===== src/rtl/boot_loader.sv =====
// Serial program loader and RAM-port arbiter: assembles byte pairs into 16-bit
// words written to consecutive RAM addresses, then hands the port to the CPU.
module boot_loader #(
  parameter int unsigned WORDS = 64
) (
  input  logic        clk,
  input  logic        rst,
  input  logic        ce,
  input  logic [7:0]  rx_data,
  input  logic        rx_valid,
  input  logic        reload,
  input  logic [5:0]  cpu_adr,
  input  logic [15:0] cpu_data,
  input  logic        cpu_w_mem,
  input  logic        cpu_enable_mem,
  output logic        boot,
  output logic [5:0]  mem_adr,
  output logic [15:0] mem_data,
  output logic        mem_w,
  output logic        mem_en,
  output logic        overrun
);

  typedef enum logic [1:0] {LOAD_HI, LOAD_LO, WRITE, RUN} state_t;

  localparam logic [5:0] LAST = 6'(WORDS - 1);

  state_t     state, state_nx;
  logic [5:0] cnt, cnt_nx;
  logic [7:0] hi, hi_nx;
  logic [7:0] lo, lo_nx;
  logic       ovr, ovr_nx;

  always_ff @(posedge clk or negedge rst) begin
    if (!rst) begin
      state <= LOAD_HI;
      cnt   <= '0;
      hi    <= '0;
      lo    <= '0;
      ovr   <= 1'b0;
    end else begin
      state <= state_nx;
      cnt   <= cnt_nx;
      hi    <= hi_nx;
      lo    <= lo_nx;
      ovr   <= ovr_nx;
    end
  end

  always_comb begin
    state_nx = state;
    cnt_nx   = cnt;
    hi_nx    = hi;
    lo_nx    = lo;
    ovr_nx   = ovr;
    if (ce) begin
      case (state)
        LOAD_HI: if (rx_valid) begin
          hi_nx    = rx_data;
          state_nx = LOAD_LO;
        end
        LOAD_LO: if (rx_valid) begin
          lo_nx    = rx_data;
          state_nx = WRITE;
        end
        WRITE: begin
          // A byte arriving while the word is committed cannot be buffered.
          if (rx_valid) ovr_nx = 1'b1;
          if (cnt == LAST) begin
            cnt_nx   = '0;
            state_nx = RUN;
          end else begin
            cnt_nx   = cnt + 6'd1;
            state_nx = LOAD_HI;
          end
        end
        RUN: if (reload) begin
          cnt_nx   = '0;
          ovr_nx   = 1'b0;
          state_nx = LOAD_HI;
        end
        default: state_nx = LOAD_HI;
      endcase
    end
  end

  always_comb begin
    boot     = (state != RUN);
    overrun  = ovr;
    mem_adr  = cnt;
    mem_data = {hi, lo};
    mem_w    = 1'b0;
    mem_en   = 1'b0;
    case (state)
      WRITE: begin
        mem_w  = ce;
        mem_en = ce;
      end
      RUN: begin
        mem_adr  = cpu_adr;
        mem_data = cpu_data;
        mem_w    = cpu_w_mem;
        mem_en   = cpu_enable_mem;
      end
      default: ;
    endcase
  end

endmodule

===== config.mk =====
export PLATFORM = sky130hd
export DESIGN_NAME = boot_loader
export DESIGN_NICKNAME = d
export VERILOG_FILES = /design/src/rtl/boot_loader.sv
export SDC_FILE = /design/constraint.sdc
export NUM_CORES = 1
export LEC_CHECK = 0
export CORE_MARGIN = 4
export CORE_UTILIZATION = 38
export DETAILED_ROUTE_END_ITERATION = 10
export PLACE_DENSITY = 0.85
export SLEW_MARGIN = 20
export SYNTH_ARGS = -nofsm -noshare
export SYNTH_HDL_FRONTEND = slang
export SYNTH_SLANG_ARGS = --single-unit

===== constraint.sdc =====
create_clock -name clk -period 1.5 [get_ports clk]
set_input_delay 0.3 -clock clk [delete_from_list [all_inputs] [get_ports clk]]
set_output_delay 0.3 -clock clk [all_outputs]
set_load 0.02 [all_outputs]

=== Word-level counts from Yosys, hierarchy flattened ===
Index checks and enable logic that the tools add are counted.

* Register bits: 25
* Latch bits: 0
* RAM bits: 0
* Bits in read-only memories: 0
* Output and inout bits: 26
* Memories: 0

* Add/subtract/negate cells: 1
* Multipliers: 0
* Divide/modulo/power cells: 0
* $lt $le $gt $ge: 0
* Equality and inequality tests: 9
* Shift-type cells: 0
* Multiplexer cells: 15
* Bitwise operators: 0
* Reduce and logical (&&, ||, !) cells: 7

{| class="wikitable"
|+ Operators by type and width
! operator !! count
|-
| $mux 6 || 3
|-
| $mux 16 || 1
|-
| $pmux 6 s2 || 1
|-
| $ne 2x2->1 const B || 5
|-
| $reduce_and 3->1 || 3
|-
| $mux 2 || 4
|-
| $pmux 2 s4 || 1
|-
| $reduce_and 4->1 || 2
|-
| $add 6x1->6 const B || 1
|-
| $eq 6x6->1 const B || 1
|-
| $pmux 1 s2 || 3
|-
| $eq 2x2->1 const B || 2
|-
| $eq 2x1->1 const B || 1
|-
| $logic_not 2->1 || 1
|-
| $mux 1 || 2
|-
| $reduce_bool 2->1 || 1
|}

=== Depth between registers and ports, before layout ===
* Word-level depth: 3
* Gate-level depth with buffers: 5
* Depth with buffers taken out: 4

=== Least setup slack after synthesis ===
No wires, ideal clock.

* Kind: register to output
* From: register state[1]
* To: output mem_adr[0]
* Arrival: 1,357 ps
* Required time: 1,200 ps
* Path slack: -157 ps
* Cell stages (with the launch flop): 5
* Path buffers: 2
* Path through: dfrtp_1 -> buf_2 -> nand2_1 -> buf_2 -> mux2_2

* Cells in the longest elaborated chain, start to end: 2

{| class="wikitable"
|+ RTL lines
! what !! line !! RTL
|-
| start, declared || 28 || <nowiki>state_t state, state_nx;</nowiki>
|-
| start signal, assigned || 42 || <nowiki>state <= state_nx;</nowiki>
|-
| $eq 2x2->1 || 94 || <nowiki>case (state)</nowiki>
|-
| $mux 6 || 94 ||
|-
| end, declared || 17 || <nowiki>output logic [5:0] mem_adr,</nowiki>
|}

Every way passes these cells.

=== Final worst setup path ===
* From: register state[0]
* To: output mem_adr[4]

Same word-level chain as after synthesis.

==> flow_summary_export.csv <==
group,metric,value,unit
floorplanning,die_w,69.6,microns
critical_path,end_kind,"output pin",
critical_path,cp-start-kind,"flop",
power_and_ir_drop,pwr-share-comb,68.2,%
placed_design,io_buffer_count,62,
global_route,grt_max_degree,26,
clocking,numCtsBuffers,3,
finish,final_nets,251,
yosys,synthFlopType,"dfrtp_1",
clocking,cts-root-buf,"clkbuf_8",
yosys,yosysWarnings,0,
clocking,cts_tree,"yes",
finish,fin_util,73.4,%
clocking,clock_sinks,25,
power_and_ir_drop,pwr-share-clk,8.5,%
critical_path,cp_max_fo,5,
sta,skew,10.9,ps
finish,multi_input_area,962,sq um
power_and_ir_drop,p_int,3.18,mW
sta,setup_tns,-9350,ps
placed_design,place_area,2290,sq um
power_and_ir_drop,p_leak,1.27,nW
yosys,ys_seq_area_share,43.3,%
floorplanning,start_util,39.4,%
sta,finalMaxSlewViolations,0,
clocking,clock_latency,290,ps
global_route,antenna_found_initial,0,
global_route,grt_pass1_wl,7400,microns
floorplanning,dieArea,4850,sq um
sta,worst_slack,-336,ps
sta,grt_setup_unrepaired,"yes",
sta,period_share,122,%
power_and_ir_drop,p_switching,1.97,mW
yosys,syn-instance-count,123,
sta,finalHoldViolations,0,
finish,design_area,2690,sq um
routing,drt-total-wl,5760,microns
global_route,grt_pass1_vias,1532,
global_route,grt_use_met1,20.8,%
sta,slew-limit-headroom,77.6,%
global_route,track_usage,19.1,%
placed_design,finalWeightedCongestion,0.814,
finish,area_delta_synth_final,86.0,%
yosys,ys_ff_latch,25,
finish,final_cells,260,
yosys,syn-cell-area,1440,sq um
floorplanning,die_y,69.6,microns
yosys,synth_area_per_cell,11.7,sq um
critical_path,crit_arrival,1540,ps
placed_design,dp_hpwl,3070,microns
clocking,ctsLongestPathBuffers,2,
power_and_ir_drop,seqPwrFrac,23.3,%
clocking,htree_levels,1,
run_status,violations,"negative setup slack",
placed_design,post-place-ws,-453,ps
floorplanning,io_pins,63,
sta,holdWs,427,ps
routing,wl_per_cell,22.1,microns
global_route,grt-ovfl-total,0,
routing,route.vias.total,1505,
floorplanning,core,3660,sq um
sta,timing.fmax,0.545,GHz
power_and_ir_drop,ir_drop,1470,uV
routing,drtIter0Drc,107,
routing,drt.antenna.violating_nets,0,
floorplanning,num_rows,22,
power_and_ir_drop,power,5.16,mW
power_and_ir_drop,p_per_area,1920,nW/um^2
finish,num-fill-cells,189,
sta,period_needed,1840,ps
global_route,met3_usage,5.36,%
run,cap_violations,0,
sta,setup_viol,45,
sta,worstMarginPinSlew,336,ps
yosys,synth-edff-count,0,
routing,drc,0,
global_route,met2_usage,33.6,%
global_route,top_usage_layer,"met2",
placed_design,placed_cells,247,
finish,regArea,626,sq um
min_path,hold_class,"in -> async",
run_status,status,"complete, but fails checks",
finish,antenna_cells,0,
routing,drt-vias-per-instance,5.79,
clocking,path_clk_slew,100,ps
routing,firstDrtPassIters,6,
yosys,syn_nets,161,
clocking,hold_buffers,0,
finish,drive_gt1_share,50.5,%
yosys,synth.distinct_cells,33,
yosys,async_flop_share,100,%
critical_path,cp.required,1200,ps
critical_path,path_class,"reg -> out",
power_and_ir_drop,switching_share,38.3,%
==> routing by layer <==
metal	wire, microns	vias up
met5	0	-
met4	218	0
met3	484	28
met2	2740	109
met1	2310	728
li1	-	640
==> final cells by class <==
cell class / instances / share of cell area, %
clock buffer: 3 / 1.54
multi-input combinational: 91 / 35.8
sequential: 25 / 23.3
clock inverter: 1 / 0.279
tap: 48 / 2.24
timing repair buffer: 92 / 36.8
==> power by group through the flow <==
stage               Clock [mW]  Combinational (mW)  Sequential [mW]
finish                   0.437                3.52             1.20
global route             0.470                3.67             1.23
CTS                      0.419                2.88             1.15
detailed placement           0                2.63             1.13
global placement             0                2.55             1.12
floorplan                    0                1.49             1.11
==> kinds of logic after synthesis <==
family | synth area share, %
buffers and inverters | 2.77
DFF | 43.3
adders and majority gates | 0.866
muxes | 28.9
AOI/OAI and AO/OA | 11.7
and+or+nand+nor | 12.5
==> final timing paths <==
check | startpoint | to | slack, ps | cells after the start
worst max-delay path | state[0] | mem_adr[4] | -340 | 5
max in group asynchronous | rst | state[1] | 810 | 2
worst min register to register | hi[2] | hi[2] | 530 | 1
worst min-delay path | rst | hi[6] | 430 | 2
min in group clk | hi[2] | hi[2] | 530 | 1
worst max register to register | state[0] | hi[5] | -280 | 6
==> cell usage after synthesis (2+ instances only) <==
master    count  area [sq um]
a21boi_0      2          15.0
dfrtp_1      25           626
and2_1        2          12.5
o211ai_1      2          15.0
nand2b_1      2          12.5
nand3b_1      2          15.0
a21oi_1       2          10.0
nand2_1      10          37.5
mux2_2       37           417
o21ai_0       9          45.0
o31ai_1       2          15.0
buf_2         5          25.0
nand3_1       3          15.0
==> state kept, by name, summed over array words and instances, names as in the netlist <==
| name | count |
|---|---|
| state | 2 |
| cnt | 6 |
| lo | 8 |
| overrun | 1 |
| hi | 8 |
==> placed cells by master (no fill, tap or decap), types with 3 or more instances in the layout <==
master / Yosys / final
buf_6: 1 / 30
mux2_4: 0 / 37
clkbuf_8: 0 / 3
buf_12: 0 / 5
nand2_1: 10 / 9
clkdlybuf4s50_1: 0 / 36
dfrtp_1: 25 / 25
buf_4: 0 / 17
o21ai_0: 9 / 8
==> worst max-delay path, cell delays in order, from the launching register on <==
cell and delay [ps]:
dfrtp_1 440, nand2_4 140, clkbuf_16 190, and2_4 140
a31o_4 210, buf_6 130
==> repair_timing <==
item	CTS	global route
gates resized for setup	150	53
setup endpoints to repair	34	38
buffers inserted	1	6
pin swaps	1	4
gates cloned	1	2
(Power assumes the default switching activity.)
